## src/rtl/bcd_countdown_if.sv

```systemverilog
// ---------------------------------------------------------------------------
// bcd_countdown_if
// Control/status bundle for the BCD down-counter.
//   master (controller side): drives load, load_value, start, stop, dec;
//                             observes Count, count_eq_0, busy, done.
//   slave  (counter side)   : the reverse.
// Parameter DIGITS sets the number of BCD digits (data width 4*DIGITS).
// ---------------------------------------------------------------------------
interface bcd_countdown_if #(
    parameter int DIGITS = 2
);
    logic                  load;
    logic [4*DIGITS-1:0]   load_value;
    logic                  start;
    logic                  stop;
    logic                  dec;
    logic [4*DIGITS-1:0]   Count;
    logic                  count_eq_0;
    logic                  busy;
    logic                  done;

    modport master (
        output load, load_value, start, stop, dec,
        input  Count, count_eq_0, busy, done
    );

    modport slave (
        input  load, load_value, start, stop, dec,
        output Count, count_eq_0, busy, done
    );
endinterface

```

## src/rtl/bcd_countdown.sv

```systemverilog
// ---------------------------------------------------------------------------
// bcd_countdown
// Multi-digit BCD down-counter / timer. A loaded BCD value is decremented
// once per dec tick while running; count_eq_0 flags zero and done pulses
// for one cycle on expiry. Digits chain by per-digit borrow.
//
// Ports:
//   clock  - rising-edge clock
//   reset  - asynchronous, active-low reset
//   bus    - bcd_countdown_if.slave:
//              load, load_value[4*DIGITS-1:0], start, stop, dec  (inputs)
//              Count[4*DIGITS-1:0], count_eq_0, busy, done       (outputs)
//
// Optional feature macro: BCD_COUNTDOWN_RELOAD_EN
//   undefined - one-shot: RUN -> EXPIRED when the count reaches 0.
//   defined   - auto-reload: stays in RUN at 0; the next dec reloads the
//               reload register, giving a period of reload value + 1 ticks.
// ---------------------------------------------------------------------------
module bcd_countdown #(
    parameter int DIGITS = 2
) (
    input  logic              clock,
    input  logic              reset,
    bcd_countdown_if.slave    bus
);
    localparam int W = 4 * DIGITS;

    localparam logic [1:0] IDLE    = 2'd0;
    localparam logic [1:0] RUN     = 2'd1;
    localparam logic [1:0] EXPIRED = 2'd2;

    logic [1:0]   state_reg,  state_next;
    logic [W-1:0] count_reg,  count_next;
    logic [W-1:0] reload_reg, reload_next;
    logic         done_reg,   done_next;

    logic [W-1:0]      sat_value;   // load_value with each digit clamped to 9
    logic [W-1:0]      dec_value;   // count_reg minus one, in BCD
    logic [DIGITS-1:0] borrow;      // borrow into each digit; digit 0 always borrows
    logic              count_zero;

    assign borrow[0] = 1'b1;

    genvar gi;
    generate
        for (gi = 0; gi < DIGITS; gi++) begin : g_digit
            logic [3:0] ld_digit;
            logic [3:0] cur_digit;

            assign ld_digit  = bus.load_value[4*gi +: 4];
            assign cur_digit = count_reg[4*gi +: 4];

            assign sat_value[4*gi +: 4] = (ld_digit > 4'd9) ? 4'd9 : ld_digit;

            // A borrowed-from digit at 0 wraps to 9 and passes the borrow up;
            // digits above the first non-zero digit see no borrow and hold.
            assign dec_value[4*gi +: 4] = !borrow[gi]         ? cur_digit :
                                          (cur_digit == 4'd0) ? 4'd9      :
                                                                cur_digit - 4'd1;

            if (gi < DIGITS - 1) begin : g_chain
                assign borrow[gi+1] = borrow[gi] & (cur_digit == 4'd0);
            end
        end
    endgenerate

    assign count_zero = (count_reg == '0);

    always_comb begin
        state_next  = state_reg;
        count_next  = count_reg;
        reload_next = reload_reg;
        done_next   = 1'b0;

        if (bus.load) begin
            count_next  = sat_value;
            reload_next = sat_value;
            state_next  = IDLE;
        end else if (bus.stop && state_reg == RUN) begin
            state_next = IDLE;
        end else if (bus.start && state_reg == IDLE) begin
            if (count_zero) begin
                state_next = EXPIRED;
                done_next  = 1'b1;
            end else begin
                state_next = RUN;
            end
        end else if (bus.dec && state_reg == RUN) begin
            if (!count_zero) begin
                count_next = dec_value;
                if (dec_value == '0) begin
                    done_next = 1'b1;
`ifndef BCD_COUNTDOWN_RELOAD_EN
                    state_next = EXPIRED;
`endif
                end
            end
`ifdef BCD_COUNTDOWN_RELOAD_EN
            else begin
                // Sitting at zero in RUN: start the next period.
                count_next = reload_reg;
                if (reload_reg == '0) begin
                    state_next = EXPIRED;
                end
            end
`endif
        end
    end

    always_ff @(posedge clock or negedge reset) begin
        if (!reset) begin
            state_reg  <= IDLE;
            count_reg  <= '0;
            reload_reg <= '0;
            done_reg   <= 1'b0;
        end else begin
            state_reg  <= state_next;
            count_reg  <= count_next;
            reload_reg <= reload_next;
            done_reg   <= done_next;
        end
    end

    assign bus.Count      = count_reg;
    assign bus.count_eq_0 = count_zero;
    assign bus.busy       = (state_reg == RUN);
    assign bus.done       = done_reg;
endmodule

```

## src/flat_wrapper.sv

```systemverilog
// flat-port wrapper written by rule: the top's interface ports become plain ports
module bcd_countdown_flat 
#(
    parameter int DIGITS = 2
)
  (clock, reset, bus_load, bus_load_value, bus_start, bus_stop, bus_dec, bus_Count, bus_count_eq_0, bus_busy, bus_done);
  bcd_countdown_if #(.DIGITS(DIGITS)) bus_i ();
  input  logic clock;
  input  logic reset;
  input wire logic [$bits(bus_i.load)-1:0] bus_load;
  input wire logic [$bits(bus_i.load_value)-1:0] bus_load_value;
  input wire logic [$bits(bus_i.start)-1:0] bus_start;
  input wire logic [$bits(bus_i.stop)-1:0] bus_stop;
  input wire logic [$bits(bus_i.dec)-1:0] bus_dec;
  output wire logic [$bits(bus_i.Count)-1:0] bus_Count;
  output wire logic [$bits(bus_i.count_eq_0)-1:0] bus_count_eq_0;
  output wire logic [$bits(bus_i.busy)-1:0] bus_busy;
  output wire logic [$bits(bus_i.done)-1:0] bus_done;
  assign bus_i.load = bus_load;
  assign bus_i.load_value = bus_load_value;
  assign bus_i.start = bus_start;
  assign bus_i.stop = bus_stop;
  assign bus_i.dec = bus_dec;
  assign bus_Count = bus_i.Count;
  assign bus_count_eq_0 = bus_i.count_eq_0;
  assign bus_busy = bus_i.busy;
  assign bus_done = bus_i.done;
  bcd_countdown #(.DIGITS(DIGITS)) u_core (.clock(clock), .reset(reset), .bus(bus_i));
endmodule
```

## config.mk

```make
export PLATFORM = sky130hd
export DESIGN_NAME = bcd_countdown_flat
export DESIGN_NICKNAME = d
export VERILOG_FILES = /design/src/rtl/bcd_countdown_if.sv /design/src/rtl/bcd_countdown.sv /design/src/flat_wrapper.sv
export SDC_FILE = /design/constraint.sdc
export NUM_CORES = 1
export LEC_CHECK = 0
export CAP_MARGIN = 20
export CORE_MARGIN = 1
export CORE_UTILIZATION = 39
export DETAILED_ROUTE_END_ITERATION = 8
export GPL_TIMING_DRIVEN = 0
export PLACE_DENSITY = 0.78
export SETUP_SLACK_MARGIN = 0.2
export SLEW_MARGIN = 30
export SYNTH_ARGS = -nofsm -noshare
export SYNTH_HDL_FRONTEND = slang
export SYNTH_SLANG_ARGS = --single-unit
```

## constraint.sdc

```tcl
create_clock -name clock -period 1.8 [get_ports clock]
set_clock_uncertainty 0.2 [all_clocks]
set_input_delay 0.45 -clock clock [delete_from_list [all_inputs] [get_ports clock]]
set_output_delay 0.45 -clock clock [all_outputs]
set_load 0.02 [all_outputs]
```

# Word level (Yosys, flattened, before mapping)
# Index checks and enable logic that the tools add are counted.
[word_totals]
register_bits = 11
in_bits = 14
output_inout_bits = 11
wordCells = 49
[op_classes]
n_eq_ne = 5
n_mux = 24
n_reduce_logical = 13
add_sub_neg = 2
n_lt_le_gt_ge = 2
[ops]
columns = ["cell", "n"]
rows = [
  ["2-to-1 mux 8 bit", 5],
  ["2-to-1 mux 4 bit", 5],
  ["logical NOT 8 bit", 2],
  ["2-to-1 mux 2 bit", 7],
  ["> comparator 4 bit (second input constant)", 2],
  ["logical NOT 4 bit", 2],
  ["nonzero test 4 bit", 2],
  ["subtractor 4 x 1 -> 4 bit (second input constant)", 2],
  ["2-to-1 mux 1 bit", 7],
  ["!= test 2 bit (second input constant)", 3],
  ["!= test 4 x 2 -> 1 bit (second input constant)", 1],
  ["AND reduction 4 bit", 1],
  ["logical AND 1 bit", 3],
  ["AND reduction 3 bit", 1],
  ["equality test 2 x 1 -> 1 bit (second input constant)", 1],
  ["logical NOT 2 bit", 1],
  ["nonzero test 2 bit", 1],
]

# Longest topological paths before layout
# Gate-level depths: netlist of the first run.
[depth]
word_depth = 10
depth_mapped = 5
mapped_depth_nobuf = 4

# Worst setup path before layout of the first run
# Ideal clock, no wire load.
[synth_timing]
kind = "flip-flop to output port"
startpoint = "register u_core.count_reg[5], in the netlist u_core.bus.Count[5]"
endpoint = "output bus_count_eq_0"
slack_ns = -0.440
path_stages_with_launch = 3
path_buffers = 0
t_arrival_ns = 1.590
required_ns = 1.150
cell_sequence = "dfrtp_1 or4_4 nor4b_2"
[synth_via]
elab_chain_cells = 1
[synth_rtl]
columns = ["item", "line_no", "source"]
rows = [
  ["from (decl)", "bcd_countdown.sv:33", "logic [W-1:0] count_reg, count_next;"],
  ["from (signal assigned)", "bcd_countdown.sv:118", "count_reg <= count_next;"],
  ["logical NOT 8 bit", "bcd_countdown.sv:67", "assign count_zero = (count_reg == '0);"],
  ["to (decl)", "flat_wrapper.sv:16", "output wire logic [$bits(bus_i.count_eq_0)-1:0] bus_count_eq_0;"],
]
# Every way passes these cells.

# Worst setup path in the final report of the first run
[layout_timing]
startpoint = "register u_core.count_reg[4], in the netlist u_core.bus.Count[4]"
endpoint = "output bus_count_eq_0"
# Same word-level chain as after synthesis.

==> results of run 1 <==
[critical path, cell delays in order (launching register included)]
cell and delay [ns]:
dfrtp_2 0.41, or4_4 0.57, nor4b_4 0.29, buf_4 0.18
[cell usage in the layout, fill, tap and decap left out, types with 3 or more instances in the layout]
cell type        instances
nand2_1                  4
buf_4                   14
buf_6                   19
dfrtp_2                  9
clkbuf_4                 3
o21ai_1                  3
clkbuf_1                 3
clkdlybuf4s50_1         10
nor2_1                   5
a31oi_1                  5
[synthesized netlist by cell type, drive strengths merged]
cell,number
nand4,1
inv,4
clkbuf,2
a21oi,3
o32ai,1
dfrtp,11
and2b,1
and4bb,2
or3,1
or4,2
nand2,5
a221oi,1
and4b,1
nor4b,1
o41ai,2
nor3,3
nand2b,1
nor4,1
nand4b,2
nor3b,1
o21a,1
a22o,1
nand4bb,1
nor2,7
nand3b,1
or2,1
a41o,1
a31oi,5
o21ai,5
o31ai,1
[kinds of logic (layout without fill, tap and decap cells)]
family	count (synthesis)	count (layout)	synth area share (%)
AOI/OAI and AO/OA	21	21	20.65
buffers and inverters	6	56	3.231
DFF	11	11	39.50
and+or+nand+nor	32	32	36.63
[layout make-up]
type / instances / area [sq um]
Sequential cell: 11 / 286.5
Multi-Input combinational cell: 53 / 452.9
Clock buffer: 4 / 26.28
Inverter: 4 / 17.52
Timing Repair Buffer: 46 / 447.9
Tap cell: 24 / 30.03
Fill cell: 105 / 325.3
Buffer: 2 / 7.507
[power by group through the flow]
| stage | Clock [uW] | Combinational (uW) | Sequential, uW |
|---|---|---|---|
| 2_1_floorplan | 0 | 67.3 | 325 |
| 3_3_place_gp | 0 | 169 | 309 |
| 3_5_place_dp | 0 | 171 | 309 |
| 4_1_cts | 179 | 250 | 292 |
| 5_1_grt | 200 | 299 | 297 |
| 6_report | 186 | 282 | 295 |
[worst max path at each step]
stage,startpoint,end
detailed placement,u_core.bus.Count[5]$_DFFE_PN0P_,bus_count_eq_0
finish,u_core.bus.Count[4]$_DFFE_PN0P_,bus_count_eq_0
global placement,u_core.bus.Count[5]$_DFFE_PN0P_,bus_count_eq_0
CTS,u_core.bus.Count[4]$_DFFE_PN0P_,bus_count_eq_0
floorplan,u_core.bus.Count[5]$_DFFE_PN0P_,bus_count_eq_0
global route,u_core.bus.Count[4]$_DFFE_PN0P_,bus_count_eq_0
[metrics by stage]
step / cell area (sq um) / TNS [ns]
floorplan: 715.7 / -1.413
global placement: 975.9 / -3.857
detailed placement: 975.9 / -3.939
CTS: 1189 / -1.923
global route: 1269 / -4.518
finish: 1269 / -3.796
[repair_timing]
item / in CTS / in global routing
pin swaps: 5 / 2
endpoints found under the setup margin: 22 / 21
setup buffers: 18 / 5
hold endpoints to repair: 0 / 0
resized for setup: 80 / 12
[metal layers]
metal	up-vias	track usage, %	share of wire, %
li1	378	-	-
met1	379	34.36	46
met2	22	43.24	48
met3	5	7.347	3.7
met4	0	13.33	2.1
met5	-	0	0
==> metrics.md, run 1 <==
| Metric | Value |
|---|---|
| TritonCTS buffer count | 3 |
| Data required, critical path | 1.15 ns |
| Worst Hold Class | in -> async |
| Violated checks | negative setup slack |
| Post-placement cell count | 117 |
| Final setup viols | 11 |
| Worst Setup Slack post-DPL | -0.7838 ns |
| Net Count, Synth | 84 |
| Number of max-cap violations | 0 |
| Post-synth cell types | 37 |
| Switching Share | 33.53% |
| Starting Density | 43.72% |
| First-pass GRT wire length | 3712 um |
| First-pass DRT Iterations | 6 |
| TritonCTS clock tree | built |
| Final GP Congestion | 0.7254 |
| Relative slew slack | 62.53% |
| CP Capture Type | output pin |
| Largest area contributor in the netlist | dfrtp_1 |
| FP Rows | 14 |
| CP Class | reg -> out |
| GRT Resource Usage Total | 27.32% |
| Grt ovf | 0 |
| Ant diodes | 0 |
| Routed len/inst | 16.67 um |
| Port Buffer Count | 23 |
| DPL Wire Length | 1171 um |
| Full die area | 1960 sq um |
| Util after Layout | 79.59% |
| Syn_area_per_cell | 9.956 sq um |
| Worst Hold Margin | 0.3016 ns |
| Max FFs per register | 8 |
| Unrepaired setup endpoints after global routing | yes |
| Top-level I/O count | 25 |
| Clk root buf | clkbuf_4 |
| Top cells by area, synth | dfrtp_1 39%, a31oi_1 4.5%, nor2_1 3.2%, nor4_4 3.1%, nor2_8 2.9% |
| Final Hold Fails | 0 |
| Vert. Die Dim | 44.27 um |
| Register area share after synthesis | 39.50% |
| Total power | 763.4 uW |
| WP data arrival | 1.74 ns |
| Share of post-route cells with drive strength above 1 | 52.50% |
| Tcrit/Tclk final | 133.0% |
| Antenna violations before repair | 0 |
| # hold bufs at CTS | 0 |
| Total Wirelength | 2400 um |
| Worst r2r path cells | 7 |
| Cell Count, Final, Fillers Out | 144 |
| FF-to-FF End | u_core.state_reg[0]$_DFFE_PN0P_ |
| DRT iter0 DRCs | 18 |
| Status | finished, violations left |
| Post-synth top area share | 39.50% |
| Syn. warnings | 0 |
| Post-DRT Antenna Nets | 0 |
| Crit path launch type | register |
| Vias in the first global route | 770 |
| Max Clock Freq | 417.8 MHz |
| Pin count of the biggest net entering global routing | 12 |
| Combinational share of power | 36.9% |
| Switching Power | 256.0 uW |
| Reg2Reg Setup Slack | -0.41 ns |
| Worst setup slack after layout | -0.5934 ns |
| Reg2Reg Launch Point | u_core.bus.Count[4]$_DFFE_PN0P_ |
| Clock transition at path regs | 0.08 ns |
| Core area | 1594 sq um |
| Synthesized instance count | 70 |
| PwrDens | 601.7 nW/um^2 |
| DR DRC count | 0 |
| Max clock buf depth | 2 |
| VDD IR max | 463.0 uV |
| Post-synthesis register bit count | 11 |
| Synth Cell Area | 696.9 sq um |
| Syn-to-layout area delta | 82.05% |
| Clock Power Share | 24.4% |
| NumNets Final | 135 |
| DR vias/cell | 5.444 |
| DR vias | 784 |
| Sequential Power Share | 38.7% |
| # H-tree levels | 1 |
| Max-slew violations | 0 |
| Worst-Skew Late Latency | 0.28 ns |
| Crit Path Max Fanout | 2 |
| Leakage | 0.0005336 uW |
| Internal | 507.4 uW |
| Die X | 44.27 um |
| Final worst path period need | 2.393 ns |
| Worst Max-Slew Pin Slew | 0.5621 ns |
| Clock sink count | 11 |
Note: power is estimated with default switching activity, not from simulation.
==> run 2, diff against run 1 <==
--- a/config.mk
+++ b/config.mk
@@ -5,7 +5,7 @@
 export SDC_FILE = /design/constraint.sdc
 export NUM_CORES = 1
 export LEC_CHECK = 0
-export CAP_MARGIN = 20
+export CAP_MARGIN = 25
 export CORE_MARGIN = 1
 export CORE_UTILIZATION = 39
 export DETAILED_ROUTE_END_ITERATION = 8
==> results of run 2 <==
Same layout as run 1: the final DEF is identical, and so are final timing and power.
==> run 3, diff against run 2 <==
--- a/config.mk
+++ b/config.mk
@@ -5,12 +5,11 @@
 export SDC_FILE = /design/constraint.sdc
 export NUM_CORES = 1
 export LEC_CHECK = 0
-export CAP_MARGIN = 25
+export CAP_MARGIN = 20
 export CORE_MARGIN = 1
-export CORE_UTILIZATION = 39
+export CORE_UTILIZATION = 43
 export DETAILED_ROUTE_END_ITERATION = 8
-export GPL_TIMING_DRIVEN = 0
-export PLACE_DENSITY = 0.78
+export PLACE_DENSITY = 0.81
 export SETUP_SLACK_MARGIN = 0.2
 export SLEW_MARGIN = 30
 export SYNTH_ARGS = -nofsm -noshare
==> constraint.sdc (replaced) <==
create_clock -name clock -period 2.44 [get_ports clock]
set_clock_uncertainty 0.2 [all_clocks]
set_input_delay 0.61 -clock clock [delete_from_list [all_inputs] [get_ports clock]]
set_output_delay 0.61 -clock clock [all_outputs]
set_load 0.02 [all_outputs]
==> metrics.md, run 3 (synthesized netlist as in run 1, its figures left out) <==
| Metric | Value |
|---|---|
| Relative slew slack | 66.85% (+4.3 points) |
| Total Wirelength | 1902 um (-21%) |
| First-pass DRT Iterations | 4 (-2) |
| DPL Wire Length | 1483 um (+27%) |
| Share of post-route cells with drive strength above 1 | 26.61% (-26 points) |
| FF/Latch Area | 277.8 sq um (-3.1%) |
| Violated checks | negative setup slack |
| FF-to-FF End | u_core.bus.Count[3]$_DFFE_PN0P_ |
| DRT iter0 DRCs | 15 (-3) |
| Worst Hold Path EP | u_core.bus.done$_DFF_PN0_ |
| Commonest cells after routing, fill and taps aside | 18 x clkdlybuf4s50_1, 14 x buf_4, 9 x dfrtp_1, 6 x nor2_1, 5 x a31oi_1 |
| Port Buffer Count | 24 (+4.3%) |
| Final worst path period need | 2.462 ns |
| Post-DRT Antenna Nets | 0 (unchanged) |
| Final setup viols | 1 (-10) |
| Tcrit/Tclk final | 100.9% |
| DR DRC count | 0 (unchanged) |
| Area of the multi-input gates | 415.4 sq um (-8.3%) |
| VDD IR max | 273.6 uV (-41%) |
| Crit Path Max Fanout | 2 (unchanged) |
| Max-slew violations | 0 (unchanged) |
| Clock sink count | 11 (unchanged) |
| FP Rows | 14 (unchanged) |
| Top-level I/O count | 25 (unchanged) |
| Fill cells | 124 (+18%) |
| Routed len/inst | 15.22 um (-8.7%) |
| WP data arrival | 1.65 ns (-0.09 ns) |
| Status | finished, violations left |
| Syn-to-layout area delta | 56.55% |
| Worst setup slack after layout | -0.02249 ns (+0.5709 ns) |
| DR vias | 734 (-6.4%) |
| Worst Hold Class | reg -> reg |
| Min-Delay Path Depth | 1 |
| Hold path start | u_core.state_reg[1]$_DFFE_PN0P_ |
| Grt ovf | 0 (unchanged) |
| Max FFs per register | 8 (unchanged) |
| CP Class | reg -> out |
| GRT Resource Usage Total | 24.14% (-3.2 points) |
| Number of max-cap violations | 0 (unchanged) |
| Clock transition at path regs | 0.07 ns (about the same) |
| Worst Max-Slew Pin Slew | 0.4957 ns (-0.06634 ns) |
| Core area | 1506 sq um (-5.5%) |
| Max Clock Freq | 406.1 MHz |
| PwrDens | 457.7 nW/um^2 (-24%) |
| Leakage | 0.0004799 uW (-10%) |
| Vias in the first global route | 728 (-5.5%) |
| Data required, critical path | 1.63 ns (+0.48 ns) |
| Most common cell after layout, fill and taps aside | clkdlybuf4s50_1 |
| Reg2Reg Launch Point | u_core.bus.Count[5]$_DFFE_PN0P_ |
| Starting Density | 46.26% (+2.5 points) |
| Setup TNS | -0.02249 ns (+3.773 ns) |
| Max clock buf depth | 2 (unchanged) |
| Total power | 499.3 uW (-35%) |
| Final GP Congestion | 0.7952 (+9.6%) |
| Die X | 42.26 um (-4.5%) |
| # H-tree levels | 1 (unchanged) |
| Vert. Die Dim | 42.26 um (-4.5%) |
| NumNets Final | 124 (-8.1%) |
| Post-CTS setup buffers | 0 (-18) |
| Full die area | 1786 sq um (-8.9%) |
| Reg2Reg Setup Slack | 0.33 ns (+0.74 ns) |
| Crit path launch type | register |
| TritonCTS clock tree | built |
| TritonCTS buffer count | 3 (unchanged) |
| Worst-Skew Late Latency | 0.28 ns (about the same) |
| DR vias/cell | 5.872 (+7.9%) |
| Unrepaired setup endpoints after global routing | yes |
| Pin count of the biggest net entering global routing | 13 (+1) |
| Worst r2r path cells | 5 (-2) |
| CP Capture Type | output pin |
| First-pass GRT wire length | 3222 um (-13%) |
| Antenna violations before repair | 0 (unchanged) |
| Clk root buf | clkbuf_4 |
| Ant diodes | 0 (unchanged) |
| Final Hold Fails | 0 (unchanged) |
==> run 3: routing by layer <==
layer | GRT usage (%) | wire length (um)
met1 | 30.03 | 811
met2 | 38.15 | 926
met3 | 5.172 | 111
met4 | 14.37 | 52
met5 | 0 | 0
==> run 3: repair_timing <==
item                                    in CTS  in global routing
hold buffers                                 0                  0
endpoints found under the setup margin       5                  3
gates resized for setup                     11                  2
endpoints found under the hold margin        0                  0
==> run 3: final cells by class <==
cell class,count,share of cell area [%]
inverters,4,1.376
flip-flops and latches,11,25.46
repair buffers,37,30.85
multi-input cells,53,38.07
well taps,16,1.835
clock buffers,4,2.408
==> run 3: power by group <==
part,switching (uW),leakage [uW],internal (uW),total (uW)
Sequential,16.6,0.000133,197,213
Combinational,76.7,0.000332,80.8,158
Clock,65.2,0.0000150,63.5,129
Total,158,0.000480,341,499
==> run 3: worst max path at each step <==
| stage | from | to | slack, ns |
|---|---|---|---|
| floorplan | u_core.bus.Count[5]$_DFFE_PN0P_ | bus_count_eq_0 | 0.18 |
| global placement | u_core.bus.Count[5]$_DFFE_PN0P_ | bus_count_eq_0 | -0.15 |
| detailed placement | u_core.bus.Count[5]$_DFFE_PN0P_ | bus_count_eq_0 | -0.18 |
| CTS | u_core.bus.Count[5]$_DFFE_PN0P_ | bus_count_eq_0 | -0.02 |
| global route | u_core.bus.Count[5]$_DFFE_PN0P_ | bus_count_eq_0 | -0.09 |
| finish | u_core.bus.Count[5]$_DFFE_PN0P_ | bus_count_eq_0 | -0.02 |
==> run 3: metrics by stage <==
| step | setup WS, ns | util, % | instances | cell area [sq um] | hold slack, ns |
|---|---|---|---|---|---|
| after floorplan | 0.1767 | - | 70 | 705.7 | 0.1144 |
| after global placement | -0.1547 | 70.10 | 121 | 1056 | 0.3218 |
| after detailed placement | -0.1777 | 70.10 | 121 | 1056 | 0.3360 |
| after CTS | -0.02418 | 72.09 | 125 | 1086 | 0.3416 |
| after global routing | -0.08610 | 72.43 | 125 | 1091 | 0.3871 |
| final | -0.02249 | 72.43 | 125 | 1091 | 0.3360 |
==> run 3: worst max-delay path: stages, from the launching register on <==
cell	delay (ns)
dfrtp_1	0.39
or4_4	0.56
nor4b_4	0.25
buf_4	0.19
